$ cat src/rtl/calc_pkg.sv
// Shared definitions for the calculator display path: converter state encoding
// and the BCD digit constants used by the double-dabble datapath.
package calc_pkg;

  typedef enum logic [1:0] {
    IDLE  = 2'd0,
    SHIFT = 2'd1,
    DONE  = 2'd2
  } state_t;

  localparam int         BCD_W      = 4;
  localparam logic [3:0] ADJ_THRESH = 4'd5;
  localparam logic [3:0] ADJ_ADD    = 4'd3;

  // 10^n, used by the elaboration-time digit-count check.
  function automatic longint unsigned pow10(input int n);
    longint unsigned r;
    r = 64'd1;
    for (int i = 0; i < n; i++) begin
      r = r * 64'd10;
    end
    return r;
  endfunction

endpackage

$ cat src/rtl/bcd_digit_adj.sv
// One BCD digit pre-shift correction: values of 5 or more get +3 so the
// following left shift carries correctly into the next decimal digit.
module bcd_digit_adj
  import calc_pkg::*;
(
  input  logic [3:0] din,
  output logic [3:0] dout
);

  always_comb begin
    dout = din;
    if (din >= ADJ_THRESH) begin
      dout = din + ADJ_ADD;
    end
  end

endmodule

$ cat src/rtl/bin_to_bcd_seq.sv
// Sequential binary-to-BCD converter (double-dabble, one bit per clock) that
// turns the adder result into sign plus packed BCD digits for the display.
module bin_to_bcd_seq
  import calc_pkg::*;
#(
  parameter int WIDTH  = 8,
  parameter int DIGITS = 3,
  parameter bit SIGNED = 1'b1
) (
  input  logic                      clk,
  input  logic                      rst_n,
  input  logic                      start,
  input  logic [WIDTH-1:0]          bin,
  output logic                      busy,
  output logic                      done,
  output logic                      neg,
  output logic [BCD_W*DIGITS-1:0]   bcd
);

  localparam int ACC_W = BCD_W * DIGITS;
  localparam int CNT_W = $clog2(WIDTH + 1);

  generate
    if (WIDTH < 2) begin : g_chk_width
      $error("bin_to_bcd_seq: WIDTH must be at least 2");
    end
    if (pow10(DIGITS) <= ((64'd1 << WIDTH) - 64'd1)) begin : g_chk_digits
      $error("bin_to_bcd_seq: DIGITS too small to hold 2^WIDTH-1");
    end
  endgenerate

  state_t                 state;
  state_t                 state_nxt;
  logic [CNT_W-1:0]       cnt;
  logic [WIDTH-1:0]       sh_reg;
  logic [ACC_W-1:0]       acc;
  logic [ACC_W-1:0]       acc_adj;
  logic [ACC_W-1:0]       acc_nxt;
  logic                   neg_cap;
  logic                   accept;
  logic                   last;

  function automatic logic [WIDTH-1:0] magnitude(input logic signed [WIDTH-1:0] v);
    logic signed [WIDTH-1:0] m;
    m = v;
    if (SIGNED && v[WIDTH-1]) begin
      m = -v;
    end
    return m;
  endfunction

  function automatic logic is_neg(input logic signed [WIDTH-1:0] v);
    return SIGNED && v[WIDTH-1];
  endfunction

  // Operands are taken in IDLE and in the DONE cycle, never mid-conversion.
  assign accept = start && (state != SHIFT);
  assign last   = (state == SHIFT) && (cnt == CNT_W'(1));

  for (genvar d = 0; d < DIGITS; d++) begin : g_adj
    bcd_digit_adj u_adj (
      .din  (acc[d*BCD_W +: BCD_W]),
      .dout (acc_adj[d*BCD_W +: BCD_W])
    );
  end

  assign acc_nxt = {acc_adj[ACC_W-2:0], sh_reg[WIDTH-1]};

  // Stage: shift datapath (no reset needed; always reloaded on accept)
  always_ff @(posedge clk) begin
    if (accept) begin
      sh_reg <= magnitude(bin);
      acc    <= '0;
    end else if (state == SHIFT) begin
      sh_reg <= {sh_reg[WIDTH-2:0], 1'b0};
      acc    <= acc_nxt;
    end
  end

  // Stage: control and registered result
  always_ff @(posedge clk or negedge rst_n) begin
    if (!rst_n) begin
      state   <= IDLE;
      cnt     <= '0;
      neg_cap <= 1'b0;
      neg     <= 1'b0;
      bcd     <= '0;
    end else begin
      state <= state_nxt;
      if (accept) begin
        cnt     <= CNT_W'(WIDTH);
        neg_cap <= is_neg(bin);
      end else if (state == SHIFT) begin
        cnt <= cnt - CNT_W'(1);
      end
      if (last) begin
        bcd <= acc_nxt;
        neg <= neg_cap;
      end
    end
  end

  always_comb begin
    state_nxt = state;
    case (state)
      IDLE:    if (start) state_nxt = SHIFT;
      SHIFT:   if (cnt == CNT_W'(1)) state_nxt = DONE;
      DONE:    state_nxt = start ? SHIFT : IDLE;
      default: state_nxt = IDLE;
    endcase
  end

  always_comb begin
    busy = (state == SHIFT);
    done = (state == DONE);
  end

endmodule
$ cat config.mk
export PLATFORM = sky130hd
export DESIGN_NAME = bin_to_bcd_seq
export DESIGN_NICKNAME = d
export VERILOG_FILES = /design/src/rtl/calc_pkg.sv /design/src/rtl/bcd_digit_adj.sv /design/src/rtl/bin_to_bcd_seq.sv
export SDC_FILE = /design/constraint.sdc
export NUM_CORES = 1
export LEC_CHECK = 0
export ABC_AREA = 1
export ABC_CLOCK_PERIOD_IN_PS = 1950
export BUFFER_PORTS_ARGS = -buffer_cell sky130_fd_sc_hd__buf_2
export CAP_MARGIN = 30
export CORE_MARGIN = 5
export CORE_UTILIZATION = 30
export DETAILED_ROUTE_END_ITERATION = 10
export PLACE_DENSITY = 0.48
export SLEW_MARGIN = 15
export SYNTH_ARGS = -nofsm -noshare
export SYNTH_HDL_FRONTEND = slang
export SYNTH_SLANG_ARGS = --single-unit
$ cat constraint.sdc
create_clock -name clk -period 1.95 [get_ports clk]
set_clock_uncertainty 0.2 [all_clocks]
set_input_delay 0.0975 -clock clk [delete_from_list [all_inputs] [get_ports clk]]
set_output_delay 0.0975 -clock clk [all_outputs]
set_load 0.03 [all_outputs]
==> reports/results.tsv, run 1 <==
metric	value	unit
avgSynthCellArea	8.07	um^2
clkPwrFrac	14.9	%
cp_cell_sequence	inv_1, ha_1, inv_1, o21ai_0, nand2_1, nand2_1, nand3_1, nand2_1	
dpl.hpwl	3190	um
clk_pin_slew	0.08	ns
slowest_stage	dfxtp_1	
fillers	684	
final.setup.tns	0	ns
cts_buffer_depth	2	
cap_violations	0	
max_freq	0.599	GHz
ys_ff_latch	40	
crit_path_frequent_cell	nand2_1	
final_cell_area	2330	um^2
synthTopCellsByArea	dfrtp_1 (25%), nand2_1 (15%), dfxtp_1 (12%), edfxtp_1 (12%), nand3_1 (8.0%)	
io_pins	26	
status	finished clean	
total_power	3.88	mW
nNetsFinal	302	
cts.sinks	40	
post-synth-top-area-fraction	25.1	%
hold_viol_final	0	
hold_depth	4	
routedWlPerCell	11.8	um
critPathKind	flop to flop	
slew_headroom	68.8	%
ys_types	23	
antenna_found_initial	0	
synthesis.area	1990	um^2
combPwrFrac	46.0	%
endpoint	bcd[5]	
seq_area	981	um^2
period_minus_slack	1.67	ns
crit_fanout	6	
core-area	6420	um^2
swShare	44.4	%
ys.warnings.count	0	
io_buffers	25	
dpl_worst_slack	0.344	ns
r2r_setup_slack	0.28	ns
synthCells	247	
end_kind	flop	
timing.rr.start	acc[4]	
grt_pass1_wl	7550	um
grt_max_degree	21	
worstSetupStartpoint	acc[4]	
die_x	91.5	um
grt_usage	11.2	%
setup_slack	0.282	ns
cp_num_buf_inv	2	
antenna_left	0	
intPower	2.16	mW
initial_core_util	31.1	%
start_kind	flop	
cts_made_buffers	5	
slew_viol_final	0	
p_per_area	1670	nW/um^2
seqPwrFrac	39.2	%
num_vias	1633	
area_growth	16.7	%
reg2reg_depth	8	
cts_tree	built	
post_dp_cell_area	2190	um^2
final_core_util	36.2	%
cp_top_family	simple AND/OR/NAND/NOR gates	
synth_fp_nets	267	
yosysTopAreaCell	dfrtp_1	
multi_input_area	846	um^2
rsz0062_at_grt	no	
busiest_layer	met2	
drtIter0Drc	23	
rows	29	
layout-drive-gt1-share	15.2	%
die_y	91.5	um
timing.final.crit_share	85.5	%
clkLatencyLatePin	0.29	ns
hold_path.class	input port to flop	
overflow	0	
die_area	8380	um^2
cts-resized-gates	0	
cp.depth	8	
grt_use_met1	13.8	%
cts_root_buf	clkbuf_8	
worst_pin_slew	0.469	ns
grtUsageMet3	2.23	%
drcViolationCount	0	
peakVddDrop	411	uV
h-tree-depth	2	
p_leak	1.21	nW
r2r_end	bcd[5]	
antennaDiodeCount	0	
via_per_inst	4.54	
crit_arrival	1.71	ns
worstPathRequired	1.99	ns
wl	4260	um
grt_pass1_vias	1632	
max_stage_delay	0.36	ns
dr.pass1.iters	4	
post-cts-setup-buffers	0	
setup_violations	0	
switchingPower	1.72	mW
routabilityCongestion	0.810	
ys_seq_area_share	49.2	%
use_met2	18.5	%
==> kinds of logic (layout without fill, tap and decap cells) <==
| family | after synthesis | count (layout) | share of synthesized area (%) |
|---|---|---|---|
| AOI/OAI and AO/OA | 31 | 31 | 8.47 |
| xor gates and xnor gates | 1 | 1 | 0.439 |
| adders and majority gates | 9 | 9 | 5.65 |
| buffers and inverters | 36 | 72 | 8.41 |
| DFF | 40 | 40 | 49.2 |
| and+or+nand+nor | 130 | 130 | 27.9 |
==> per-stage QoR <==
stage               hold WS (ns)  instances
floorplan                 -0.398        247
global placement          -0.112        348
detailed placement        -0.112        348
CTS                      0.00355        360
global route              0.0268        360
finish                   0.00910        360
==> worst register-to-register path, stage by stage (launching register included) <==
cell	delay, ns
dfxtp_1	0.36
inv_1	0.10
ha_1	0.14
inv_1	0.06
o21ai_0	0.31
nand2_1	0.18
nand2_1	0.11
nand3_1	0.08
nand2_1	0.07
==> synth_stat cells <==
library cell  count
nand2_2           2
xnor2_1           1
buf_6             2
inv_1            29
nand2_1          82
nor2_1            9
o21bai_1          1
nor2_4            2
buf_4             2
a21o_1            1
inv_2             2
a31oi_1           1
nand4_1           3
dfxtp_1          12
nand3_1          32
ha_1              9
o21ai_0          16
o211ai_1          2
clkbuf_8          1
dfrtp_1          20
o22ai_1           2
a21oi_1           8
edfxtp_1          8
==> cell usage in the layout (no fill, tap or decap), types with 3 or more instances in the layout <==
cell,instances
o21ai_0,16
nand3_1,32
buf_4,4
dfrtp_1,20
dlygate4sd3_1,4
dfxtp_1,12
clkbuf_8,6
nand4_1,3
a21oi_1,8
inv_1,29
nand2_1,82
ha_1,9
nor2_1,9
edfxtp_1,8
buf_2,25
==> worst min-delay path by stage <==
stage | slack [ns] | to | from
floorplan | -0.40 | bcd[0] | rst_n
global placement | -0.11 | bcd[5] | rst_n
detailed placement | -0.11 | bcd[1] | rst_n
CTS | 0.004 | sh_reg[2] | bin[2]
global route | 0.03 | sh_reg[3] | bin[3]
finish | 0.009 | sh_reg[3] | bin[3]
==> cell type report <==
class / count / share of cell area (%)
Timing Repair Buffer: 33 / 8.39
Inverter: 31 / 5.00
Clock inverter: 2 / 0.430
Clock buffer: 6 / 3.55
Sequential cell: 40 / 42.2
Tap cell: 77 / 4.14
Multi-Input combinational cell: 171 / 36.3
==> power by group through the flow <==
stage	sequential [mW]	combinational, mW	clock (mW)
floorplan	1.74	1.13	0
global placement	1.54	1.80	0
detailed placement	1.54	1.82	0
CTS	1.53	1.82	0.601
global route	1.58	2.07	0.642
finish	1.52	1.78	0.578
==> layer usage <==
metal	wire length, um	part of all wire, %
met4	93	2.2
met2	2010	47
met5	0	0
met3	149	3.5
met1	2010	47
==> what timing repair did <==
item	in CTS	in global routing
hold buffers	4	0
endpoints found under the hold margin	23	0
endpoints found under the setup margin	0	0
(Power assumes the default switching activity.)
==> run 2: changes to the inputs <==
--- a/config.mk
+++ b/config.mk
@@ -9,10 +9,13 @@
 export ABC_CLOCK_PERIOD_IN_PS = 1950
 export BUFFER_PORTS_ARGS = -buffer_cell sky130_fd_sc_hd__buf_2
 export CAP_MARGIN = 30
+export CELL_PAD_IN_SITES_DETAIL_PLACEMENT = 1
+export CELL_PAD_IN_SITES_GLOBAL_PLACEMENT = 2
 export CORE_MARGIN = 5
 export CORE_UTILIZATION = 30
 export DETAILED_ROUTE_END_ITERATION = 10
-export PLACE_DENSITY = 0.48
+export GPL_TIMING_DRIVEN = 0
+export PLACE_DENSITY = 0.72
 export SLEW_MARGIN = 15
 export SYNTH_ARGS = -nofsm -noshare
 export SYNTH_HDL_FRONTEND = slang
==> run 2 against run 1 <==
Global-route usage rose by 1.2 points. Hold slack got worse by 0.0015 ns. Sequential cell count did not move. Setup slack got worse by 0.044 ns. Critical path type is now flop to primary output.
==> reports/results.tsv, run 2 (synthesis results as in run 1) <==
metric	value	unit
area_growth	19.5	%
final_cell_count_no_fill	362	
routabilityCongestion	0.800	
routedWlPerCell	13.3	um
drtIter0Drc	41	
max_freq	0.584	GHz
slew_viol_final	0	
cap_violations	0	
wl	4820	um
antennaDiodeCount	0	
min-delay-start	bin[5]	
grt_pass1_vias	1763	
num_vias	1712	
layout-drive-gt1-share	15.8	%
clkPwrFrac	17.0	%
die_area	8380	um^2
worst_pin_slew	0.511	ns
worstSetupStartpoint	state[0]	
nNetsFinal	304	
crit_arrival	1.41	ns
swShare	44.0	%
critPathKind	flop to primary output	
intPower	2.29	mW
multi_input_area	846	um^2
cts.sinks	40	
worstPathRequired	1.65	ns
clk_pin_slew	0.08	ns
status	finished clean	
drcViolationCount	0	
final_cell_mix	nand2_1 (82), nand3_1 (32), inv_1 (28), buf_2 (24), dfrtp_1 (20)	
grt_pass1_wl	8460	um
h-tree-depth	2	
io_pins	26	
cts_buffer_depth	2	
initial_core_util	31.1	%
setup_violations	0	
switchingPower	1.80	mW
antenna_left	0	
grt_max_degree	21	
start_kind	flop	
die_y	91.5	um
via_per_inst	4.73	
grt_usage	12.4	%
overflow	0	
die_x	91.5	um
cts_root_buf	clkbuf_8	
holdWs	0.00762	ns
final.setup.tns	0	ns
rows	29	
combPwrFrac	45.7	%
seq_area	981	um^2
peakVddDrop	410	uV
core-area	6420	um^2
hold_path.class	input port to flop	
cts_tree	built	
p_leak	1.22	nW
slew_headroom	65.9	%
dpl.hpwl	3530	um
rsz0062_at_grt	no	
timing.rr.start	state[1]	
period_minus_slack	1.71	ns
end_kind	primary output	
p_per_area	1720	nW/um^2
crit_fanout	10	
dr.pass1.iters	4	
hold_viol_final	0	
antenna_found_initial	0	
final_common_cell	nand2_1	
seqPwrFrac	37.3	%
cts_made_buffers	5	
timing.final.crit_share	87.8	%
io_buffers	24	
clkLatencyLatePin	0.30	ns
fillers	804	
placedCellCount	348	
==> run 2: critical path: stages (launching register included) <==
cell and delay (ns):
dfrtp_1 0.41, nand2_2 0.21, clkinvlp_4 0.14, clkbuf_8 0.18, buf_2 0.18
==> run 2: per-stage QoR <==
step / setup WS, ns / util, % / area [um^2] / total power, mW
2_1_floorplan: 0.502 / - / 1990 / 2.87
3_3_place_gp: 0.274 / 34.4 / 2210 / 3.38
3_5_place_dp: 0.242 / 34.4 / 2210 / 3.42
4_1_cts: 0.0301 / 36.9 / 2370 / 4.13
5_1_grt: 0.124 / 37.1 / 2380 / 4.50
6_report: 0.238 / 37.1 / 2380 / 4.09
==> run 2: timing repair <==
item | 4_1_cts | 5_1_grt
hold endpoints to repair | 24 | 0
buffers inserted | 0 | 1
endpoints found under the setup margin | 0 | 1
hold buffers | 5 | 0
resized for setup | 0 | 1
==> run 2: layout make-up <==
cell class / instances / share of cell area, %
Tap cell: 77 / 4.04
Sequential cell: 40 / 41.2
Inverter: 31 / 5.04
Clock buffer: 5 / 2.89
Timing Repair Buffer: 30 / 7.45
Buffer: 5 / 2.15
Multi-Input combinational cell: 171 / 35.5
Clock inverter: 3 / 1.78
==> run 2: power groups by stage <==
| stage | Sequential, mW | Combinational [mW] | Clock [mW] |
|---|---|---|---|
| 2_1_floorplan | 1.74 | 1.13 | 0 |
| 3_3_place_gp | 1.54 | 1.84 | 0 |
| 3_5_place_dp | 1.54 | 1.87 | 0 |
| 4_1_cts | 1.53 | 1.88 | 0.715 |
| 5_1_grt | 1.59 | 2.15 | 0.755 |
| 6_report | 1.52 | 1.87 | 0.694 |
==> run 2: path summary, 6_finish.rpt <==
| path | cells after the start | slack [ns] | to |
|---|---|---|---|
| worst max-delay path | 4 | 0.24 | busy |
| worst min-delay path | 4 | 0.008 | sh_reg[7] |
| worst max register to register | 6 | 0.29 | acc[8] |
| worst min register to register | 2 | 0.28 | bcd[10] |
| max in group asynchronous | 2 | 1.10 | bcd[11] |
| min in group asynchronous | 2 | 0.10 | neg_cap |
==> run 2: per-layer routing <==
layer | vias up | part of all wire (%) | GRT usage [%]
li1 | 870 | - | -
met1 | 814 | 48 | 15.6
met2 | 24 | 48 | 21.5
met3 | 4 | 3.0 | 2.23
met4 | 0 | 1.0 | 3.77
met5 | - | 0 | 0
